### src/rtl/cpu_sequencer.sv
// rtl/cpu_sequencer.sv - micro-cycle sequencer with instruction register, zero flag and overrun detect
// Optional single-step support is compiled in when SINGLE_STEP_EN is defined.
module cpu_sequencer (
  input  logic       clk,
  input  logic       reset_n,
  input  logic [3:0] state,
  input  logic [7:0] bus,
  input  logic       alu_zero,
  input  logic       flags_load,
  input  logic       run,
`ifdef SINGLE_STEP_EN
  input  logic       step_mode,
  input  logic       step_req,
  output logic       step_ack,
`endif
  output logic [3:0] cycle,
  output logic [3:0] opcode,
  output logic       eq_zero,
  output logic       running,
  output logic       halted,
  output logic       seq_err
);

  // Control-decoder state codes shared with the rest of the CPU.
  localparam logic [3:0] STATE_FETCH_INST = 4'd2;
  localparam logic [3:0] STATE_NEXT       = 4'd14;
  localparam logic [3:0] STATE_HALT       = 4'd15;

`ifdef SINGLE_STEP_EN
  typedef enum logic [1:0] {S_IDLE, S_RUN, S_HALTED, S_WAIT_STEP} fsm_t;
`else
  typedef enum logic [1:0] {S_IDLE, S_RUN, S_HALTED} fsm_t;
`endif

  fsm_t       fsm_q;
  logic [3:0] cycle_q;
  logic [3:0] opcode_q;
  logic       eq_zero_q;
  logic       seq_err_q;
`ifdef SINGLE_STEP_EN
  logic       step_ack_q;
  logic       step_hold_q;
`endif

  // Only the opcode nibble of the bus is consumed here.
  logic unused_bus_low;
  assign unused_bus_low = ^bus[3:0];

  always_ff @(posedge clk) begin
    if (!reset_n) begin
      fsm_q     <= S_IDLE;
      cycle_q   <= 4'd0;
      opcode_q  <= 4'd0;
      eq_zero_q <= 1'b0;
      seq_err_q <= 1'b0;
`ifdef SINGLE_STEP_EN
      step_ack_q  <= 1'b0;
      step_hold_q <= 1'b0;
`endif
    end else begin
      if (flags_load) eq_zero_q <= alu_zero;
`ifdef SINGLE_STEP_EN
      step_ack_q <= 1'b0;
      // A held step_req must drop before it can release another instruction.
      if (!step_req) step_hold_q <= 1'b0;
`endif
      case (fsm_q)
        S_IDLE: begin
          cycle_q <= 4'd0;
          if (run) fsm_q <= S_RUN;
        end
        S_RUN: begin
          if (state == STATE_FETCH_INST) opcode_q <= bus[7:4];
          if (state == STATE_HALT) begin
            fsm_q <= S_HALTED;
          end else if (state == STATE_NEXT) begin
            cycle_q <= 4'd0;
`ifdef SINGLE_STEP_EN
            if (step_mode) fsm_q <= S_WAIT_STEP;
`endif
          end else if (cycle_q == 4'd7) begin
            cycle_q   <= 4'd0;
            seq_err_q <= 1'b1;
          end else begin
            cycle_q <= cycle_q + 4'd1;
          end
        end
`ifdef SINGLE_STEP_EN
        S_WAIT_STEP: begin
          cycle_q <= 4'd0;
          if (step_req && !step_hold_q) begin
            fsm_q       <= S_RUN;
            step_ack_q  <= 1'b1;
            step_hold_q <= 1'b1;
          end
        end
`endif
        S_HALTED: ;
        default: fsm_q <= S_IDLE;
      endcase
    end
  end

  assign cycle   = cycle_q;
  assign opcode  = opcode_q;
  assign eq_zero = eq_zero_q;
  assign seq_err = seq_err_q;
  assign running = (fsm_q == S_RUN);
  assign halted  = (fsm_q == S_HALTED);
`ifdef SINGLE_STEP_EN
  assign step_ack = step_ack_q;
`endif

endmodule

### config.mk
export PLATFORM = sky130hd
export DESIGN_NAME = cpu_sequencer
export DESIGN_NICKNAME = d
export VERILOG_FILES = /design/src/rtl/cpu_sequencer.sv
export SDC_FILE = /design/constraint.sdc
export NUM_CORES = 1
export LEC_CHECK = 0
export CORE_MARGIN = 8
export CORE_UTILIZATION = 30
export CTS_CLUSTER_DIAMETER = 30
export DETAILED_ROUTE_END_ITERATION = 8
export GPL_TIMING_DRIVEN = 0
export SETUP_SLACK_MARGIN = 0.2
export SLEW_MARGIN = 20
export SYNTH_ARGS = -nofsm -noshare
export SYNTH_HDL_FRONTEND = slang
export SYNTH_SLANG_ARGS = --single-unit
### constraint.sdc
create_clock -name clk -period 2.6 [get_ports clk]
set_clock_uncertainty 0.05 [all_clocks]
set_input_delay 0.26 -clock clk [delete_from_list [all_inputs] [get_ports clk]]
set_output_delay 0.26 -clock clk [all_outputs]
set_load 0.01 [all_outputs]
==> reports/results.ini <==
[run_status]
status = finished, final reports clean

[sta]
min_period_ps = 1880
slew_headroom_pct = 74.5
fin_tns_setup_ps = 0
drv_slew = 0
finalHoldViolations = 0
worst_pin_slew_ps = 382
setup_viol = 0
timing.hold.ws_ps = 432
finalCritPeriodShare_pct = 72.3
fmax_ghz = 0.532
grt_setup_unrepaired = false

[routing]
drc_errors = 0
ant_nets = 0
totalWireLength_um = 1650
post_drt_wl_per_cell_um = 13.8
drt_pass1_iterations = 5
num_vias = 612
viasPerCell = 5.10
drt_iter0_markers = 7

[placement]
place.gp.congestion = 0.726
port_buffers = 24
placed_area_um2 = 863
post-dp-hpwl_um = 1260
place_inst = 116

[final_layout]
antenna_cells = 0
design_area_um2 = 900
nets = 112
layout-area-overhead-vs-synth_pct = 52.7
layout.cells.non_filler = 120
drive_gt1_share_pct = 10.8

[die]
die_x_um = 60.3
io_pins = 29
die_height_um = 60.3
rows = 16
start_util_pct = 31.0
dieArea_um2 = 3640
core_region_area_um2 = 1900

[global_route]
grt_use_total_pct = 9.55
antenna_found_initial = 0
grt_max_degree = 11
grt_pass1_wl_um = 2640
overflow = 0
grt_pass1_vias = 565

[worst_setup_path]
cp-endpoint = running
required_ps = 2290
regToRegSetupSlack_ps = 1050
ff2ff_path_depth = 4
startpoint_type = flop
cp_max_fo = 7
startpoint = fsm_q[0]
cp.arrival_ps = 1570
criticalPathCategory = flop to output pin
r2r_start = cycle[0]
r2r-end = cycle[0]
endpoint_kind = output pin

[yosys]
syn-num-nets = 83
synth_top_area_cell = dfxtp_1
synthesis.area_um2 = 589
syn-instance-count = 65
synthTopCellsByArea = dfxtp_1 41%, nand3_1 5.9%, o21ai_0 5.9%
synth-seq-cells = 12
synth_edf_count = 0
yosysWarningCount = 0
synthDistinctLibCells = 28
synth_top_area_share_pct = 40.8
synth.avg_cell_area_um2 = 9.07
synth-seq-area-share_pct = 40.8
dominantRegCellSynth = dfxtp_1
async_flop_share_pct = 0

[power]
ir_drop_uv = 188
leakage_nw = 0.320
power_density_nw_per_um2 = 441
total_power_uw = 396

[clock_tree]
clk_transition_reported_paths_ps = 80
cts_max_level = 1
cts_tree = yes
ctsHoldBuffers = 0
cts_resized = 0
clk_root_buffer_cell = clkbuf_4
clock_sinks = 12
cts_setup_buffers = 0
clockBufferDepth = 2
insertion_delay_ps = 270
cts_buffers = 3

[flow_run]
maxCapViolCount = 0

[worst_hold_path]
hp-class = flop to flop
hp-start = opcode[1]

[layer usage]
layer / GRT usage [%] / wire, um / part of all wire (%)
met1: 10.4 / 737 / 45
met2: 15.4 / 700 / 42
met3: 3.23 / 178 / 11
met4: 6.12 / 35 / 2.1
met5: 0 / 0 / 0
[worst max-delay path, cell delays in order, from the launching register on]
cell	delay [ps]
dfxtp_1	460
nand2b_4	100
inv_1	160
clkdlybuf4s50_1	570
[report_power, final]
part / switching [mW] / leakage, nW / total (mW) / internal, mW
sequential: 0.00494 / 0.0974 / 0.193 / 0.188
combinational: 0.0219 / 0.202 / 0.0541 / 0.0322
clock: 0.0646 / 0.0210 / 0.150 / 0.0851
[placed cells by master (no fill, tap or decap)]
| master | count |
|---|---|
| a22oi_1 | 2 |
| o211ai_1 | 2 |
| a21boi_1 | 1 |
| a31oi_1 | 1 |
| nand4b_1 | 1 |
| nand2_1 | 1 |
| nand2b_4 | 1 |
| clkbuf_1 | 1 |
| o21a_1 | 1 |
| nor3_1 | 2 |
| nor4b_2 | 1 |
| and3_1 | 1 |
| and2b_2 | 1 |
| nor2_1 | 2 |
| clkbuf_4 | 3 |
| or4_1 | 1 |
| nor2b_1 | 4 |
| ha_1 | 1 |
| clkbuf_8 | 1 |
| inv_1 | 4 |
| nand4_1 | 1 |
| a21boi_0 | 4 |
| or4b_1 | 1 |
| dfxtp_1 | 12 |
| clkdlybuf4s50_1 | 24 |
| and3b_1 | 1 |
| and3b_2 | 1 |
| o21ai_0 | 7 |
| mux2i_1 | 1 |
| nand3_1 | 7 |
| and3_2 | 2 |
[cells in the mapped netlist (all sizes together), types with 2 or more instances]
cell type,number
o21ai,7
a21boi,5
o211ai,2
and3b,2
nor3,2
nand3,7
dfxtp,12
nor2b,4
and3,3
inv,4
nor2,2
a22oi,2
[per-stage QoR]
step | worst slack (ps) | utilization [%]
global route | 616 | 47.3
CTS | 705 | 47.3
floorplan | 1150 | -
detailed placement | 807 | 45.4
finish | 721 | 47.3
global placement | 858 | 45.4
[flip-flops by register name, summed over array words and instances, names as in the netlist]
name and flops:
eq_zero 1, fsm_q 2, opcode 4, seq_err 1, cycle 4
[area by class of cell]
class                           count  area [um2]
Buffer                              1        3.75
Clock buffer                        4        36.3
Fill cell                         193        1000
Inverter                            4        15.0
Multi-Input combinational cell     48         330
Sequential cell                    12         240
Tap cell                           27        33.8
Timing Repair Buffer               24         240
[cell families after synthesis]
group           count (synthesis)  synth area share, %
compound gates                 18                 19.7
flops                          12                 40.8
simple gates                   28                 32.5
buf+inv                         5                 3.18
mux                             1                 1.70
fa+ha+maj                       1                 2.12
[worst min path at each step]
stage | to | slack [ps] | depth (start not counted)
floorplan | opcode[0] | 370 | 2
global placement | opcode[0] | 420 | 2
detailed placement | opcode[2] | 430 | 2
CTS | opcode[2] | 440 | 2
global route | cycle[1] | 480 | 2
finish | opcode[1] | 430 | 2
No activity file was read; power rests on OpenSTA's default activity.
